[src/rtl/mulseq.sv]
// rtl/mulseq.sv - multi-cycle shift-add multiplier with go/done handshake
// One accumulator add per cycle; SIGNED=1 treats operands as sign-magnitude.
module mulseq #(
  parameter int DATAWIDTH = 32,
  parameter int SIGNED    = 0
) (
  input  logic                     clk,
  input  logic                     reset,
  input  logic                     go,
  input  logic [DATAWIDTH-1:0]     a,
  input  logic [DATAWIDTH-1:0]     b,
  output logic [2*DATAWIDTH-1:0]   p,
  output logic                     done
);

  localparam int N_ITER = (SIGNED != 0) ? DATAWIDTH - 1 : DATAWIDTH;
  localparam int CW     = $clog2(DATAWIDTH + 1);

  typedef enum logic {
    IDLE = 1'b0,
    RUN  = 1'b1
  } state_t;

  state_t                 state;
  state_t                 state_next;
  logic                   start;
  logic                   last;
  logic [CW-1:0]          count;
  logic [DATAWIDTH-1:0]   mcand;
  logic [DATAWIDTH-1:0]   hi;
  logic [DATAWIDTH-1:0]   lo;
  logic [DATAWIDTH-1:0]   a_mag;
  logic [DATAWIDTH-1:0]   b_mag;
  logic [DATAWIDTH:0]     sum;
  logic                   done_q;

  // Operand magnitudes: sign bits are stripped in sign-magnitude mode
  generate
    if (SIGNED != 0) begin : g_mag_signed
      assign a_mag = {1'b0, a[DATAWIDTH-2:0]};
      assign b_mag = {1'b0, b[DATAWIDTH-2:0]};
    end else begin : g_mag_unsigned
      assign a_mag = a;
      assign b_mag = b;
    end
  endgenerate

  always_ff @(posedge clk or posedge reset) begin
    if (reset) begin
      state <= IDLE;
    end else begin
      state <= state_next;
    end
  end

  always_comb begin
    state_next = state;
    start      = 1'b0;
    last       = 1'b0;
    case (state)
      IDLE: begin
        if (go) begin
          start      = 1'b1;
          state_next = RUN;
        end
      end
      RUN: begin
        if (count == CW'(N_ITER - 1)) begin
          last       = 1'b1;
          state_next = IDLE;
        end
      end
      default: state_next = IDLE;
    endcase
  end

  // Carry out of the add lands in the top bit and is shifted straight into hi
  always_comb begin
    sum = {1'b0, hi};
    if (lo[0]) begin
      sum = {1'b0, hi} + {1'b0, mcand};
    end
  end

  always_ff @(posedge clk) begin
    if (start) begin
      mcand <= a_mag;
    end
  end

  always_ff @(posedge clk or posedge reset) begin
    if (reset) begin
      hi     <= '0;
      lo     <= '0;
      count  <= '0;
      done_q <= 1'b0;
    end else if (start) begin
      hi     <= '0;
      lo     <= b_mag;
      count  <= '0;
      done_q <= 1'b0;
    end else if (state == RUN) begin
      hi    <= sum[DATAWIDTH:1];
      lo    <= {sum[0], lo[DATAWIDTH-1:1]};
      count <= count + 1'b1;
      if (last) begin
        done_q <= 1'b1;
      end
    end
  end

  assign done = done_q;

  // After DATAWIDTH-1 shifts the magnitude product sits one bit above lo[0]
  generate
    if (SIGNED != 0) begin : g_out_signed
      logic sign_q;

      always_ff @(posedge clk or posedge reset) begin
        if (reset) begin
          sign_q <= 1'b0;
        end else if (start) begin
          sign_q <= a[DATAWIDTH-1] ^ b[DATAWIDTH-1];
        end
      end

      assign p = {sign_q, 1'b0, hi[DATAWIDTH-2:0], lo[DATAWIDTH-1:1]};
    end else begin : g_out_unsigned
      assign p = {hi, lo};
    end
  endgenerate

endmodule

[config.mk]
export PLATFORM = sky130hd
export DESIGN_NAME = mulseq
export DESIGN_NICKNAME = d
export VERILOG_FILES = /design/src/rtl/mulseq.sv
export SDC_FILE = /design/constraint.sdc
export NUM_CORES = 1
export LEC_CHECK = 0
export CORE_MARGIN = 10
export CORE_UTILIZATION = 40
export CTS_CLUSTER_SIZE = 28
export DETAILED_ROUTE_END_ITERATION = 16
export DONT_BUFFER_PORTS = 1
export PLACE_DENSITY = 0.62
export SLEW_MARGIN = 20
export SYNTH_ARGS = -nofsm -noshare
export SYNTH_HDL_FRONTEND = slang
export SYNTH_SLANG_ARGS = --single-unit
export TNS_END_PERCENT = 5
[constraint.sdc]
create_clock -name clk -period 2.8 [get_ports clk]
set_input_delay 0.56 -clock clk [delete_from_list [all_inputs] [get_ports clk]]
set_output_delay 0.56 -clock clk [all_outputs]
set_load 0.02 [all_outputs]
==> flow_summary.yaml <==
status:
  outcome: "complete, no violations"
synth:
  syn_avg_cell_area_um2: 9.72
  synth_edf_count: 32
  syn-cell-area_mm2: 0.00600
  ys_seq_area_share_pct: 46.1
  yosys_warnings: 0
  synth_flop_cell: "dfrtp_1"
  async_flop_share_pct: 69.2
  synth_cell_types: 52
  ys_ff_latch: 104
  synthCells: 617
  syn_nets: 718
clock_tree:
  cts_sinks: 104
  numCtsBuffers: 9
  cts_setup_buffers: 0
  cts_tree: "built"
  htree_levels: 3
  ctsResizeCount: 0
  cts_max_path_buffers: 2
  hold_buffers: 0
  clk_pin_slew_ns: 0.07
  clock_latency_ns: 0.36
  cts_root_buf: "clkbuf_16"
worst_setup_path:
  crit_family: "compound AO/OA/AOI/OAI gates"
  crit_type: "reg2reg"
  critPathLaunch: "hi[1]$_DFFE_PP0P_"
  crit_required_ns: 3.07
  critPathMaxFanout: 4
  worstSetupEndpointType: "register"
  worst-path-buf-inv: 1
  worstSetupStartpointType: "register"
  cpPeakStageDelay_ns: 0.48
  critical_path_arrival_ns: 2.87
  worstReg2RegStart: "hi[1]$_DFFE_PP0P_"
  cp_slowest_cell: "a2111oi_2"
  cp_cell_sequence: "buf_4 > ha_1 > a21oi_1 > nor2_1 > o21ai_2 > a2111oi_2 > o21ai_0 > and3_1 > o31ai_1"
grt:
  track_usage_pct: 15.9
  grt_pass1_vias: 4879
  grt_max_degree: 61
  gr-total-overflow: 0
  grt_antenna_before_repair: 0
  grt_pass1_wl_um: 26100
detailed_routing:
  drtPass1Iterations: 4
  antenna_left: 0
  first_iter_violations: 288
  wl_um: 16500
  vias_per_cell: 5.81
  drc: 0
  vias: 4767
  wl_per_cell_um: 20.1
floorplanning:
  core_mm2: 0.0146
  initial_core_util_pct: 41.1
  die_y_um: 142
  die_w_um: 142
  fp-row-count: 44
  die_area_mm2: 0.0203
  ioPinCount: 132
power_and_ir_drop:
  combPwrFrac_pct: 48.6
  ir_worst_vdd_v: 0.000486
  p_sw_mw: 3.84
  leakage_nw: 2.92
  intPower_mw: 4.45
  seqPwrFrac_pct: 36.6
  cellPowerDensity_mw_per_mm2: 1240
  p_sw_share_pct: 46.3
  clock_power_share_pct: 14.8
placed_design:
  place_area_mm2: 0.00637
  port_buffers: 0
  dpl.cell_count: 804
  gp_congestion: 0.910
  hpwl_um: 12400
job:
  max-cap-violations: 0
finish:
  fin_cells: 820
  antenna_cells: 0
  synthToLayoutAreaGrowth_pct: 11.0
  layout_common_cells: "dfrtp_1, nand2_1, o21ai_0"
  fin_area_mm2: 0.00666
  mostFrequentLayoutCell: "dfrtp_1"
  drive_gt1_share_pct: 10.5
  final_util_pct: 45.6
  layout.nets: 732
  final.fill_count: 1358
timing:
  fin_setup_tns_ns: 0
  worst_hold_slack_ns: 0.176
  hold_viol: 0
  fin_crit_ns: 2.61
  worst_pin_slew_ns: 0.683
  fmax_ghz: 0.384
  fin_skew_ns: 0.0119
  min_period_over_period_pct: 93.0
  maxSlewHeadroom_pct: 54.4
  slew_violations: 0
  setup_viol: 0
  grt_setup_unrepaired: "false"
worst_hold_path:
  hp-class: "in2async"
[cell type report]
cell class              count  area [µm²]  area share, %
clock inverters             5        30.0          0.451
flip-flops and latches    104        2760           41.5
repair buffers             34         268           4.02
well taps                 184         230           3.46
clock buffers              11         254           3.82
inverters                  15        56.3          0.846
multi-input cells         467        3050           45.9
[per-stage QoR]
stage                     setup WS (ns)  power (mW)
after CTS                         0.194        8.36
after global routing             0.0536        8.94
after global placement            0.277        7.02
after floorplan                   0.264        5.89
after detailed placement          0.220        7.09
final                             0.195        8.29
[layer usage]
layer  up-vias  wire (µm)  track usage (%)
li1       2318          -                -
met1      2275       7100             19.4
met2       153       7550             25.0
met3        21       1500             5.71
met4         0        321             6.18
met5         -          0                0
[worst reg2reg max path, cell delays in order (launching register included)]
cell	delay, ns
dfrtp_1	0.42
buf_4	0.19
ha_1	0.27
a21oi_1	0.08
nor2_1	0.23
o21ai_2	0.13
a2111oi_2	0.48
o21ai_0	0.25
and3_1	0.24
o31ai_1	0.22
[logic make-up (layout without fill, tap and decap cells)]
| family | count (synthesis) | in the layout | synth area share, % |
|---|---|---|---|
| adder cells (fa/ha/maj) | 34 | 34 | 7.22 |
| multiplexers | 40 | 40 | 6.70 |
| XOR/XNOR | 23 | 23 | 3.36 |
| AO/OA/AOI/OAI | 209 | 209 | 21.4 |
| buffers and inverters | 46 | 65 | 3.00 |
| AND/OR/NAND/NOR | 161 | 161 | 12.3 |
| flip-flops | 104 | 104 | 46.1 |
[path summary, 6_finish.rpt]
| check | endpoint | slack [ns] | cells past startpoint |
|---|---|---|---|
| worst max-delay path | hi[22]$_DFFE_PP0P_ | 0.19 | 9 |
| max in group asynchronous | hi[6]$_DFFE_PP0P_ | 1.94 | 2 |
| worst min-delay path | lo[14]$_DFFE_PP0P_ | 0.18 | 1 |
| worst min register to register | count[5]$_DFFE_PP0P_ | 0.49 | 1 |
| min in group clk | mcand[24]$_DFFE_PP_ | 0.29 | 0 |
| worst max register to register | hi[22]$_DFFE_PP0P_ | 0.19 | 9 |
[sequential cells by signal, indices dropped and copies added (netlist names)]
register	flops
hi	32
count	6
state	1
done	1
lo	32
mcand	32
[synth_stat cells (14+ instances only)]
cell / instances / area share (%)
xor2_1: 14 / 2.0
inv_1: 15 / 0.94
edfxtp_1: 32 / 16
dfrtp_1: 72 / 30
clkbuf_1: 23 / 1.4
mux2i_1: 39 / 6.5
nand2_1: 70 / 4.4
ha_1: 33 / 6.9
a31oi_1: 20 / 2.1
nor2_1: 32 / 2.0
a21oi_1: 58 / 4.8
o21ai_0: 64 / 5.3
[power groups by stage]
stage,combinational (mW),sequential (mW),clock [mW]
3_3_place_gp,3.96,3.06,0
3_5_place_dp,4.02,3.07,0
2_1_floorplan,2.76,3.13,0
4_1_cts,4.05,3.04,1.27
6_report,4.03,3.03,1.23
5_1_grt,4.51,3.11,1.32
No activity file was read; power rests on OpenSTA's default activity.
